**src/rtl/mul_job_controller.sv**
```systemverilog
// Host-side job sequencer for a memory-mapped 64x64 multiplier slave: loads operands, starts the
// operation, waits for the interrupt (bounded by TIMEOUT), reads the 128-bit product and clears it.
module mul_job_controller #(
  parameter int unsigned TIMEOUT = 1023
) (
  input  logic          clk,
  input  logic          reset_n,
  input  logic          req_valid,
  output logic          req_ready,
  input  logic [63:0]   req_a,
  input  logic [63:0]   req_b,
  output logic          rsp_valid,
  input  logic          rsp_ready,
  output logic [127:0]  rsp_result,
  output logic          rsp_err,
  output logic          M_sel,
  output logic          M_wr,
  output logic [7:0]    M_address,
  output logic [31:0]   M_dout,
  input  logic [31:0]   M_din,
  input  logic          m_interrupt
);

  localparam int unsigned CntW = (TIMEOUT > 1) ? $clog2(TIMEOUT) : 1;
  localparam logic [CntW-1:0] CntLast = CntW'(TIMEOUT - 1);

  localparam logic [7:0] AddrStart = 8'h04;
  localparam logic [7:0] AddrClear = 8'h05;
  localparam logic [7:0] AddrRes0  = 8'h07;

  typedef enum logic [2:0] {
    StIdle, StWr, StStart, StWait, StRd, StClr, StDone
  } state_e;

  state_e         state_q, state_d;
  logic [1:0]     idx_q, idx_d;
  logic [CntW-1:0] cnt_q, cnt_d;
  logic           err_q, err_d;
  logic [63:0]    a_q, a_d, b_q, b_d;
  logic [127:0]   result_q, result_d;

  logic           req_ready_q, req_ready_d;
  logic           rsp_valid_q, rsp_valid_d;
  logic           m_sel_q, m_sel_d;
  logic           m_wr_q, m_wr_d;
  logic [7:0]     m_addr_q, m_addr_d;
  logic [31:0]    m_dout_q, m_dout_d;

  always_comb begin
    state_d  = state_q;
    idx_d    = idx_q;
    cnt_d    = cnt_q;
    err_d    = err_q;
    a_d      = a_q;
    b_d      = b_q;
    result_d = result_q;
    unique case (state_q)
      StIdle: begin
        if (req_valid) begin
          a_d      = req_a;
          b_d      = req_b;
          idx_d    = 2'd0;
          err_d    = 1'b0;
          result_d = '0;
          state_d  = StWr;
        end
      end
      StWr: begin
        idx_d = idx_q + 2'd1;
        if (idx_q == 2'd3) state_d = StStart;
      end
      StStart: begin
        cnt_d   = '0;
        state_d = StWait;
      end
      StWait: begin
        if (m_interrupt) begin
          idx_d   = 2'd0;
          state_d = StRd;
        end else if (cnt_q == CntLast) begin
          err_d   = 1'b1;
          state_d = StClr;
        end else begin
          cnt_d = cnt_q + CntW'(1);
        end
      end
      StRd: begin
        // M_din is combinational on the registered address, so it is valid for this edge.
        result_d[{idx_q, 5'b0} +: 32] = M_din;
        idx_d = idx_q + 2'd1;
        if (idx_q == 2'd3) state_d = StClr;
      end
      StClr: begin
        state_d = StDone;
      end
      StDone: begin
        if (rsp_ready) state_d = StIdle;
      end
      default: state_d = StIdle;
    endcase
  end

  // Outputs are decoded from the next state and registered, giving Moore timing without glitches.
  always_comb begin
    req_ready_d = 1'b0;
    rsp_valid_d = 1'b0;
    m_sel_d     = 1'b0;
    m_wr_d      = 1'b0;
    m_addr_d    = 8'h00;
    m_dout_d    = 32'h0;
    unique case (state_d)
      StIdle: req_ready_d = 1'b1;
      StWr: begin
        m_sel_d  = 1'b1;
        m_wr_d   = 1'b1;
        m_addr_d = {6'b0, idx_d};
        unique case (idx_d)
          2'd0: m_dout_d = a_d[31:0];
          2'd1: m_dout_d = a_d[63:32];
          2'd2: m_dout_d = b_d[31:0];
          2'd3: m_dout_d = b_d[63:32];
          default: m_dout_d = 32'h0;
        endcase
      end
      StStart: begin
        m_sel_d  = 1'b1;
        m_wr_d   = 1'b1;
        m_addr_d = AddrStart;
        m_dout_d = 32'h1;
      end
      StRd: begin
        m_sel_d  = 1'b1;
        m_addr_d = AddrRes0 + {6'b0, idx_d};
      end
      StClr: begin
        m_sel_d  = 1'b1;
        m_wr_d   = 1'b1;
        m_addr_d = AddrClear;
        m_dout_d = 32'h1;
      end
      StDone: rsp_valid_d = 1'b1;
      default: ;
    endcase
  end

  always_ff @(posedge clk) begin
    if (!reset_n) begin
      state_q     <= StIdle;
      idx_q       <= 2'd0;
      cnt_q       <= '0;
      err_q       <= 1'b0;
      a_q         <= '0;
      b_q         <= '0;
      result_q    <= '0;
      req_ready_q <= 1'b1;
      rsp_valid_q <= 1'b0;
      m_sel_q     <= 1'b0;
      m_wr_q      <= 1'b0;
      m_addr_q    <= 8'h00;
      m_dout_q    <= 32'h0;
    end else begin
      state_q     <= state_d;
      idx_q       <= idx_d;
      cnt_q       <= cnt_d;
      err_q       <= err_d;
      a_q         <= a_d;
      b_q         <= b_d;
      result_q    <= result_d;
      req_ready_q <= req_ready_d;
      rsp_valid_q <= rsp_valid_d;
      m_sel_q     <= m_sel_d;
      m_wr_q      <= m_wr_d;
      m_addr_q    <= m_addr_d;
      m_dout_q    <= m_dout_d;
    end
  end

  assign req_ready  = req_ready_q;
  assign rsp_valid  = rsp_valid_q;
  assign rsp_result = result_q;
  assign rsp_err    = err_q;
  assign M_sel      = m_sel_q;
  assign M_wr       = m_wr_q;
  assign M_address  = m_addr_q;
  assign M_dout     = m_dout_q;

endmodule

```
**config.mk**
```make
export PLATFORM = sky130hd
export DESIGN_NAME = mul_job_controller
export DESIGN_NICKNAME = d
export VERILOG_FILES = /design/src/rtl/mul_job_controller.sv
export SDC_FILE = /design/constraint.sdc
export NUM_CORES = 1
export LEC_CHECK = 0
export ABC_AREA = 1
export CAP_MARGIN = 20
export CORE_ASPECT_RATIO = 2
export CORE_MARGIN = 2
export CORE_UTILIZATION = 45
export DETAILED_ROUTE_END_ITERATION = 8
export PLACE_DENSITY = 0.84
export SETUP_SLACK_MARGIN = 0.02
export SYNTH_ARGS = -nofsm -noshare
export SYNTH_HDL_FRONTEND = slang
export SYNTH_SLANG_ARGS = --single-unit
```
**constraint.sdc**
```tcl
create_clock -name clk -period 2.6 [get_ports clk]
set_clock_uncertainty 0.15 [all_clocks]
set_input_delay 0.52 -clock clk [delete_from_list [all_inputs] [get_ports clk]]
set_output_delay 0.52 -clock clk [all_outputs]
set_load 0.03 [all_outputs]
```
==> results.py <==
metrics = {
    "yosys": {
        "synth_seq_cells": 312,
        "seq_area_frac_synth_pct": 45.8,
        "async_reset_ff_share_pct": 0,
        "syn-instance-count": 1967,
        "synth_commonest_cells": "nand2_1, dfxtp_1, inv_1",
        "ys_types": 30,
        "synth_top_area_share_pct": 45.8,
        "syn-cell-area_um2": 13600,
        "synth_xor_area_share_pct": 0.193,
        "avgSynthCellArea_um2": 6.94,
        "synth_most_common_cell": "nand2_1",
        "synth-compound-area-share_pct": 8.73,
        "ys.flop_type": "dfxtp_1",
        "synth-edff-count": 0,
        "synth_top_family_by_area": "simple AND/OR/NAND/NOR gates",
        "yosys.area_share.simple_pct": 33.6,
        "ys_warn_count": 0,
        "synth_fa_ha_area_share_pct": 1.10,
        "synth_area_leader_cell": "dfxtp_1",
        "synth_mux_area_share_pct": 0,
        "synth_area_leaders": "dfxtp_1, nand2_1, inv_1",
    },
    "global_routing": {
        "grt_overflow_total": 0,
        "grt_pass1_vias": 14085,
        "grt_max_degree": 101,
        "grt_pass1_wl_mm": 71.6,
        "antenna_found_initial": 0,
        "grtUsageTotal_pct": 28.0,
    },
    "pwr": {
        "power_density_nw_per_um2": 608,
        "vdd_drop_max_uv": 545,
        "power.leakage_uw": 0.00780,
    },
    "drt": {
        "firstDrtPassIters": 5,
        "vias": 14267,
        "dr.max_layer_used": "met4",
        "wl_per_cell_um": 17.5,
        "viasPerCell": 5.40,
        "routed_wl_mm": 46.2,
        "ant_nets": 0,
        "wl_met1_mm": 15.2,
        "drt_iter0_drc": 950,
        "drc": 0,
        "wl_met3_mm": 3.99,
        "dr_wl_met2_mm": 23.7,
    },
    "layout": {
        "drive_gt1_share_pct": 7.09,
        "syn_to_final_growth_pct": 34.8,
        "layout.nets": 2430,
        "num_antenna_cells": 0,
        "instances_no_fill": 2640,
        "design_area_um2": 18400,
    },
    "sta": {
        "rsz0062_at_grt": "false",
        "finalMaxSlewViolations": 0,
        "finalCritPeriodShare_pct": 92.3,
        "finalHoldWorstSlack_ns": 0.313,
        "period_needed_ns": 2.40,
        "fmax_ghz": 0.417,
        "hold_viol": 0,
        "setup_viol": 0,
    },
    "clock_network": {
        "worstSkewPairLatency_ns": 0.55,
        "cts.repair_timing.setup_buffer_count": 0,
        "htreeDepth": 1,
        "cts_num_sinks": 312,
        "clkTransAtPathRegs_ns": 0.07,
        "cts_buffers": 28,
        "clockBufferDepth": 3,
        "cts_tree": "built",
        "ctsRootBufferMaster": "clkbuf_16",
    },
    "placement": {
        "hpwl_mm": 33.0,
        "place_congestion": 0.921,
        "io_buffer_count": 333,
        "place_area_um2": 17500,
        "dpl.cell_count": 2591,
    },
    "floorplan": {
        "pin_count": 338,
        "die_w_um": 127,
        "die_y_um": 250,
        "rows": 90,
        "die_area_um2": 31800,
        "start_util_pct": 45.4,
        "core_um2": 30100,
    },
    "critical_path": {
        "end_kind": "register",
        "reg2regPathDepth": 11,
        "crit_required_ns": 2.94,
        "cp-endpoint": "M_dout[26]",
        "r2r-end": "M_dout[26]",
        "cp-startpoint": "idx_q[0]",
        "critPathMaxFanout": 8,
        "worstPathArrival_ns": 2.74,
        "cp_slowest_cell": "dfxtp_1",
        "r2r_setup_slack_ns": 0.20,
        "worstSetupPathType": "reg2reg",
        "start_kind": "register",
        "r2r-start": "idx_q[0]",
        "slowest_delay_ns": 0.39,
        "path_cells": "inv_1 -> ha_1 -> nand2_1 -> nand2_1 -> inv_1 -> ha_1 -> buf_4 -> o211ai_1 -> nand4_1 -> nand3_1 -> nor2_1",
    },
    "flow_run": {
        "maxCapViolCount": 0,
    },
    "outcome": {
        "status": "complete, no violations",
    },
    "hold_path": {
        "hold_class": "reg2reg",
    },
}
## state kept, by name, indices dropped and copies added (netlist names)
signal / cells
M_wr: 1
M_address: 4
state_q: 3
M_sel: 1
idx_q: 2
cnt_q: 10
b_q: 64
a_q: 64
rsp_err: 1
rsp_valid: 1
req_ready: 1
M_dout: 32
rsp_result: 128
## kinds of logic after synthesis
| group | count (synthesis) |
|---|---|
| other cells | 1 |
| xor+xnor | 3 |
| buf+inv | 356 |
| simple gates | 1065 |
| compound gates | 218 |
| flops | 312 |
| fa+ha+maj | 12 |
## metrics by stage
step | utilization, % | power, uW | TNS, ns | setup WS, ns
2_1_floorplan | - | 6280 | 0 | 0.142
3_3_place_gp | 58.1 | 7060 | 0 | 0.0261
3_5_place_dp | 58.1 | 7110 | -1.11 | -0.0880
4_1_cts | 61.2 | 11200 | 0 | 0.198
5_1_grt | 61.2 | 11600 | 0 | 0.0364
6_report | 61.2 | 11200 | 0 | 0.200
## cells in the final DEF (no fill, tap or decap), types with 18 or more instances in the layout
cell,netlist,layout
nor2_1,185,182
a21oi_1,141,141
nand2_1,605,605
o21ai_0,39,39
buf_4,10,31
clkdlybuf4s50_1,0,333
inv_1,222,222
dfxtp_1,312,310
o211ai_1,33,33
clkbuf_16,0,29
buf_12,0,18
or2_2,33,33
nand3_1,113,113
nand4_1,103,103
## critical path, delay by kind of cell, from the launching register on
kind / cells / cell delay (ns)
flops: 1 / 0.39
fa+ha+maj: 2 / 0.70
buf+inv: 3 / 0.50
simple gates: 5 / 0.47
compound gates: 1 / 0.13
## final cells by class
cell class / instances / area (um2)
clock buffers: 38 / 820
clock inverters: 11 / 93.8
fillers: 2568 / 11700
inverters: 227 / 860
multi-input cells: 1302 / 5990
flip-flops and latches: 312 / 6250
well taps: 368 / 460
repair buffers: 382 / 3930
## power by group
part / switching (uW) / internal, uW
sequential: 65.5 / 4990
clock: 1840 / 2310
combinational: 1230 / 760
## layer usage
layer,GRT usage (%),up-vias
met1,27.4,6587
met3,6.32,173
li1,-,6773
met4,18.1,0
met5,0,-
met2,51.8,734
## worst min path at each step
stage	slack, ns	cells past startpoint	to	from
2_1_floorplan	0.31	2	cnt_q[3]	cnt_q[3]
3_3_place_gp	0.30	2	rsp_result[66]	rsp_result[66]
3_5_place_dp	0.31	2	rsp_result[19]	rsp_result[19]
4_1_cts	0.31	2	rsp_result[80]	rsp_result[80]
5_1_grt	0.33	2	rsp_result[76]	rsp_result[76]
6_report	0.31	2	rsp_result[80]	rsp_result[80]
## what timing repair did
action / CTS / global route
hold buffers: 0 / 0
endpoints found under the hold margin: 0 / 0
gates resized for setup: 0 / 2
setup endpoints to repair: 0 / 8
No activity file was read; power rests on OpenSTA's default activity.
